===== src/rtl/sync_pulse_sequencer.sv =====
// Multi-channel light-pulse sequencer. A start rising edge fires every channel with its own delay and width.
// Re-triggering is locked out until the last channel ends and a hold-off interval has elapsed.
`timescale 1ns/1ps
module sync_pulse_sequencer #(
  parameter int unsigned CH      = 4,
  parameter int unsigned CW      = 32,
  parameter int unsigned HOLDOFF = 100000000
) (
  input  logic          sq_clk,
  input  logic          sq_rst_n,
  input  logic          sq_start,
  input  logic          sq_cfg_we,
  input  logic [6:0]    sq_cfg_addr,
  input  logic [CW-1:0] sq_cfg_data,
  output logic          sq_cfg_ack,
  output logic          sq_cfg_err,
  output logic [CH-1:0] sq_pulse,
  output logic          sq_busy,
  output logic          sq_done
);

  localparam int unsigned HW = (HOLDOFF > 1) ? $clog2(HOLDOFF + 1) : 1;

  typedef enum logic [1:0] {IDLE, RUN, HOLD} state_t;

  state_t        state, state_n;
  logic [CW-1:0] dly   [CH];
  logic [CW-1:0] wid   [CH];
  logic [CW-1:0] dly_n [CH];
  logic [CW-1:0] wid_n [CH];
  logic [CW:0]   fin_q [CH];
  logic [CW:0]   fin_n [CH];
  logic [CW:0]   t_end, t_end_n;
  logic [CW:0]   cnt, cnt_n;
  logic [HW-1:0] hold, hold_n;
  logic [CH-1:0] pulse_n;
  logic          busy_n, done_n;
  logic          start_q, trigger, wr_ok;
  logic [31:0]   idx;

  assign idx     = {26'd0, sq_cfg_addr[6:1]};
  assign wr_ok   = sq_cfg_we && (state == IDLE) && (idx < CH);
  assign trigger = sq_start && !start_q && (state == IDLE);

  // Forwarded config view so a write landing on the trigger edge governs that sequence.
  always_comb begin
    for (int unsigned i = 0; i < CH; i++) begin
      dly_n[i] = dly[i];
      wid_n[i] = wid[i];
      if (wr_ok && idx == i) begin
        if (sq_cfg_addr[0]) wid_n[i] = sq_cfg_data;
        else                dly_n[i] = sq_cfg_data;
      end
    end
  end

  always_ff @(posedge sq_clk) begin
    if (!sq_rst_n) begin
      for (int unsigned i = 0; i < CH; i++) begin
        dly[i] <= '0;
        wid[i] <= '0;
      end
      sq_cfg_ack <= 1'b0;
      sq_cfg_err <= 1'b0;
    end else begin
      dly        <= dly_n;
      wid        <= wid_n;
      sq_cfg_ack <= wr_ok;
      sq_cfg_err <= sq_cfg_we && !wr_ok;
    end
  end

  always_comb begin
    state_n = state;
    cnt_n   = cnt;
    hold_n  = hold;
    t_end_n = t_end;
    fin_n   = fin_q;
    pulse_n = sq_pulse;
    busy_n  = sq_busy;
    done_n  = 1'b0;
    case (state)
      IDLE: begin
        if (trigger) begin
          t_end_n = '0;
          for (int unsigned i = 0; i < CH; i++) begin
            fin_n[i] = {1'b0, dly_n[i]} + {1'b0, wid_n[i]};
            if (fin_n[i] > t_end_n) t_end_n = fin_n[i];
          end
          cnt_n   = '0;
          busy_n  = 1'b1;
          state_n = RUN;
        end
      end
      RUN: begin
        cnt_n = cnt + 1'b1;
        for (int unsigned i = 0; i < CH; i++)
          pulse_n[i] = (cnt >= {1'b0, dly[i]}) && (cnt < fin_q[i]);
        if (cnt == t_end) begin
          pulse_n = '0;
          hold_n  = HW'(HOLDOFF);
          state_n = HOLD;
        end
      end
      HOLD: begin
        if (hold == '0) begin
          busy_n  = 1'b0;
          done_n  = 1'b1;
          state_n = IDLE;
        end else begin
          hold_n = hold - 1'b1;
        end
      end
      default: state_n = IDLE;
    endcase
  end

  always_ff @(posedge sq_clk) begin
    if (!sq_rst_n) begin
      state    <= IDLE;
      cnt      <= '0;
      hold     <= '0;
      t_end    <= '0;
      for (int unsigned i = 0; i < CH; i++) fin_q[i] <= '0;
      sq_pulse <= '0;
      sq_busy  <= 1'b0;
      sq_done  <= 1'b0;
      start_q  <= 1'b1;
    end else begin
      state    <= state_n;
      cnt      <= cnt_n;
      hold     <= hold_n;
      t_end    <= t_end_n;
      fin_q    <= fin_n;
      sq_pulse <= pulse_n;
      sq_busy  <= busy_n;
      sq_done  <= done_n;
      start_q  <= sq_start;
    end
  end

endmodule

===== config.mk =====
export PLATFORM = sky130hd
export DESIGN_NAME = sync_pulse_sequencer
export DESIGN_NICKNAME = d
export VERILOG_FILES = /design/src/rtl/sync_pulse_sequencer.sv
export SDC_FILE = /design/constraint.sdc
export NUM_CORES = 2
export LEC_CHECK = 0
export CAP_MARGIN = 15
export CORE_AREA = 2 2 298 226
export DETAILED_ROUTE_END_ITERATION = 16
export DIE_AREA = 0 0 300 228
export PLACE_DENSITY = 0.72
export SLEW_MARGIN = 20
export SYNTH_ARGS = -nofsm -noshare
export SYNTH_HDL_FRONTEND = slang
export SYNTH_SLANG_ARGS = --single-unit

===== constraint.sdc =====
create_clock -name sq_clk -period 17.3 [get_ports sq_clk]
set_input_delay 3.46 -clock sq_clk [delete_from_list [all_inputs] [get_ports sq_clk]]
set_output_delay 3.46 -clock sq_clk [all_outputs]
set_load 0.005 [all_outputs]

==> results_dict.tcl <==
set metrics [dict create \
    antenna_found_initial 5 \
    wire_per_inst_um 21.3 \
    p_per_area_nw_per_um2 73.3 \
    dp.cells 5468 \
    critPathMostFrequentCell "a21o_1" \
    clock.fmax_ghz 0.0615 \
    synth_top_area_share 0.275 \
    ys_ff_latch 492 \
    worstPathMaxFanout 44 \
    rsz0062_at_grt "no" \
    criticalPathCategory "in2reg" \
    skew_ps 23.7 \
    design_area_um2 39000 \
    clockBufferDepth 3 \
    regToRegEndpoint "t_end[18]" \
    reg2reg_slack_ps 3800 \
    async_flop_share 0 \
    p_sw_uw 830 \
    gp_congestion 1.02 \
    synth_cell_types 93 \
    syn_inst 4689 \
    crit_slowest_cell "o21ai_0" \
    clkSinkCount 492 \
    drive_gt1_frac 0.0642 \
    outcome "complete, no violations" \
    hold_slack_ps 455 \
    cp_data_required_time_ps 17770 \
    slew_violations 0 \
    post_cts_buffers 0 \
    cts_htree_levels 2 \
    via_per_inst 6.03 \
    start_kind "input pin" \
    worstHoldStart "fin_q[41]" \
    yosys_warnings 0 \
    min_period_over_period 0.940 \
    grt.overflow.total 0 \
    design.core.area_um2 65900 \
    intPower_mw 2.03 \
    path_clk_slew_ps 60 \
    fin_util 0.592 \
    die_w_um 300 \
    synth_common_cells "nand2_1, a21oi_1, dfxtp_1" \
    vias 33586 \
    cts_hold_buf 0 \
    syn_avg_cell_area_um2 7.63 \
    drc_errors 0 \
    ios 51 \
    clock_latency_ps 650 \
    worstHoldEndpoint "fin_q[41]" \
    firstDrtPassIters 6 \
    yosys.area.top_type "dfxtp_1" \
    slowest_delay_ps 750 \
    fin_setup_tns_ps 0 \
    synthFlopType "dfxtp_1" \
    dp.final_hpwl_um 89200 \
    grt_max_degree 209 \
    die-area_um2 68400 \
    regToRegStartpoint "state[1]" \
    syn_to_final_growth_pct 9.07 \
    seq_area_frac_synth 0.275 \
    swShare 0.290 \
    root_buffer "clkbuf_16" \
    hold_class "reg2reg" \
    worst_slew_margin_rel 0.240 \
    stdcell_count 5571 \
    rr_worst_depth 50 \
    grt_pass1_wl_um 181000 \
    grtUsageTotal 0.340 \
    endpoint_kind "register" \
    synth.most_common_cell "nand2_1" \
    cts_tree "yes" \
    numPortBuffers 50 \
    clkPwrFrac 0.447 \
    die_h_um 228 \
    arrival_ps 16730 \
    p_total_mw 2.86 \
    setup_viol 0 \
    maxCapViolations 0 \
    finalHoldViolCount 0 \
    post-place-ws_ps 762 \
    start_util 0.543 \
    numCtsBuffers 54 \
    ir_drop_mv 0.0816 \
    drt-total-wl_um 119000 \
    dpl-instance-area_um2 37100 \
    first_iter_violations 3413 \
    synth.cell_area_um2 35800 \
    finalWorstSetupSlack_ps 1040 \
    worst_slew_pin_slew_ps 1140 \
    leakagePower_nw 18.2 \
    ctsResizeCount 0 \
    period_minus_slack_ps 16260 \
    syn_nets 5219 \
    rows 82 \
    hold_depth 2 \
    postRouteAntennaNets 0 \
    grt_pass1_vias 30419 \
    combinationalPowerShare 0.149 \
    seqPwrFrac 0.403 \
    synth_edf_count 0 \
    synthTopCellsByArea "dfxtp_1, ha_1, nand2_1" \
    fin_nets 5172 \
]
==> metal layers <==
layer	vias to the layer above	part of all wire	track usage
met5	-	0.00010	0
met4	2	0.031	0.102
met3	198	0.11	0.0611
met2	1445	0.39	0.479
met1	15771	0.47	0.520
li1	16170	-	-
==> registers in the layout (all words and copies together), names as in the netlist <==
register	count
t_end	33
sq_cfg_err	1
dly	128
sq_cfg_ack	1
fin_q	132
hold	27
sq_pulse	4
sq_busy	1
sq_done	1
cnt	33
state	2
wid	128
start_q	1
==> how the worst max path moves through the flow <==
stage / startpoint / endpoint / slack (ps)
6_report: sq_cfg_we / t_end[18] / 1040
5_1_grt: sq_cfg_addr[5] / t_end[18] / 250
4_1_cts: sq_cfg_we / t_end[18] / 1390
3_5_place_dp: sq_cfg_we / t_end[18] / 760
3_3_place_gp: sq_cfg_we / t_end[11] / 940
2_1_floorplan: sq_cfg_we / t_end[10] / 3100
==> area by class of cell <==
cell class                 count  area (um^2)
antenna                        3         7.51
sequential                   492         9850
multi-input combinational   3639        23800
clock inverter                40          472
timing repair buffer         113          996
tap                          882         1100
inverter                     342         1290
fill                        6138        26900
clock buffer                  60         1450
==> critical path, delay by kind of cell <==
family          cells  cell delay, ps
compound gates     23            5440
xor+xnor            1             310
fa+ha+maj           5            1390
buf+inv             5            1480
simple gates       17            4600
==> power groups by stage <==
stage          logic (mW)  clock network, mW  registers [mW]
2_1_floorplan       0.292                  0            1.18
3_3_place_gp        0.412                  0            1.18
5_1_grt             0.459               1.34            1.15
4_1_cts             0.415               1.29            1.15
3_5_place_dp        0.413                  0            1.18
6_report            0.427               1.28            1.15
==> cells by family (layout without fill, tap and decap cells) <==
kind of cell    count (synthesis)  count (layout)  synth area share
compound gates               1177            1177             0.205
xor+xnor                      168             168            0.0411
fa+ha+maj                     487             487             0.171
buf+inv                       558             555            0.0590
flops                         492             492             0.275
mux                           121             121            0.0371
other cells                     0               3                 0
simple gates                 1686            1686             0.211
==> placed cells by master (no fill, tap or decap), drive strengths merged, types with 14 or more instances in the layout <==
cell | Yosys | layout
nand2 | 929 | 929
ha | 483 | 483
buf | 21 | 64
clkdlybuf4s50 | 0 | 49
dfxtp | 492 | 492
a21boi | 14 | 14
nor2 | 257 | 257
clkbuf | 195 | 60
inv | 342 | 344
clkinv | 0 | 27
mux2i | 51 | 51
nand3 | 89 | 89
xor2 | 83 | 83
nor4 | 18 | 18
and2 | 75 | 75
nor2b | 61 | 61
a31oi | 19 | 19
a211oi | 53 | 53
o21ai | 170 | 170
xnor2 | 85 | 85
or3 | 14 | 14
o21a | 50 | 50
nor3 | 35 | 35
nand2b | 47 | 47
o211ai | 23 | 23
mux2 | 70 | 70
nand4 | 72 | 72
a21oi | 538 | 538
and3 | 29 | 29
a21o | 151 | 151
or2 | 19 | 19
No activity file was read; power rests on OpenSTA's default activity.
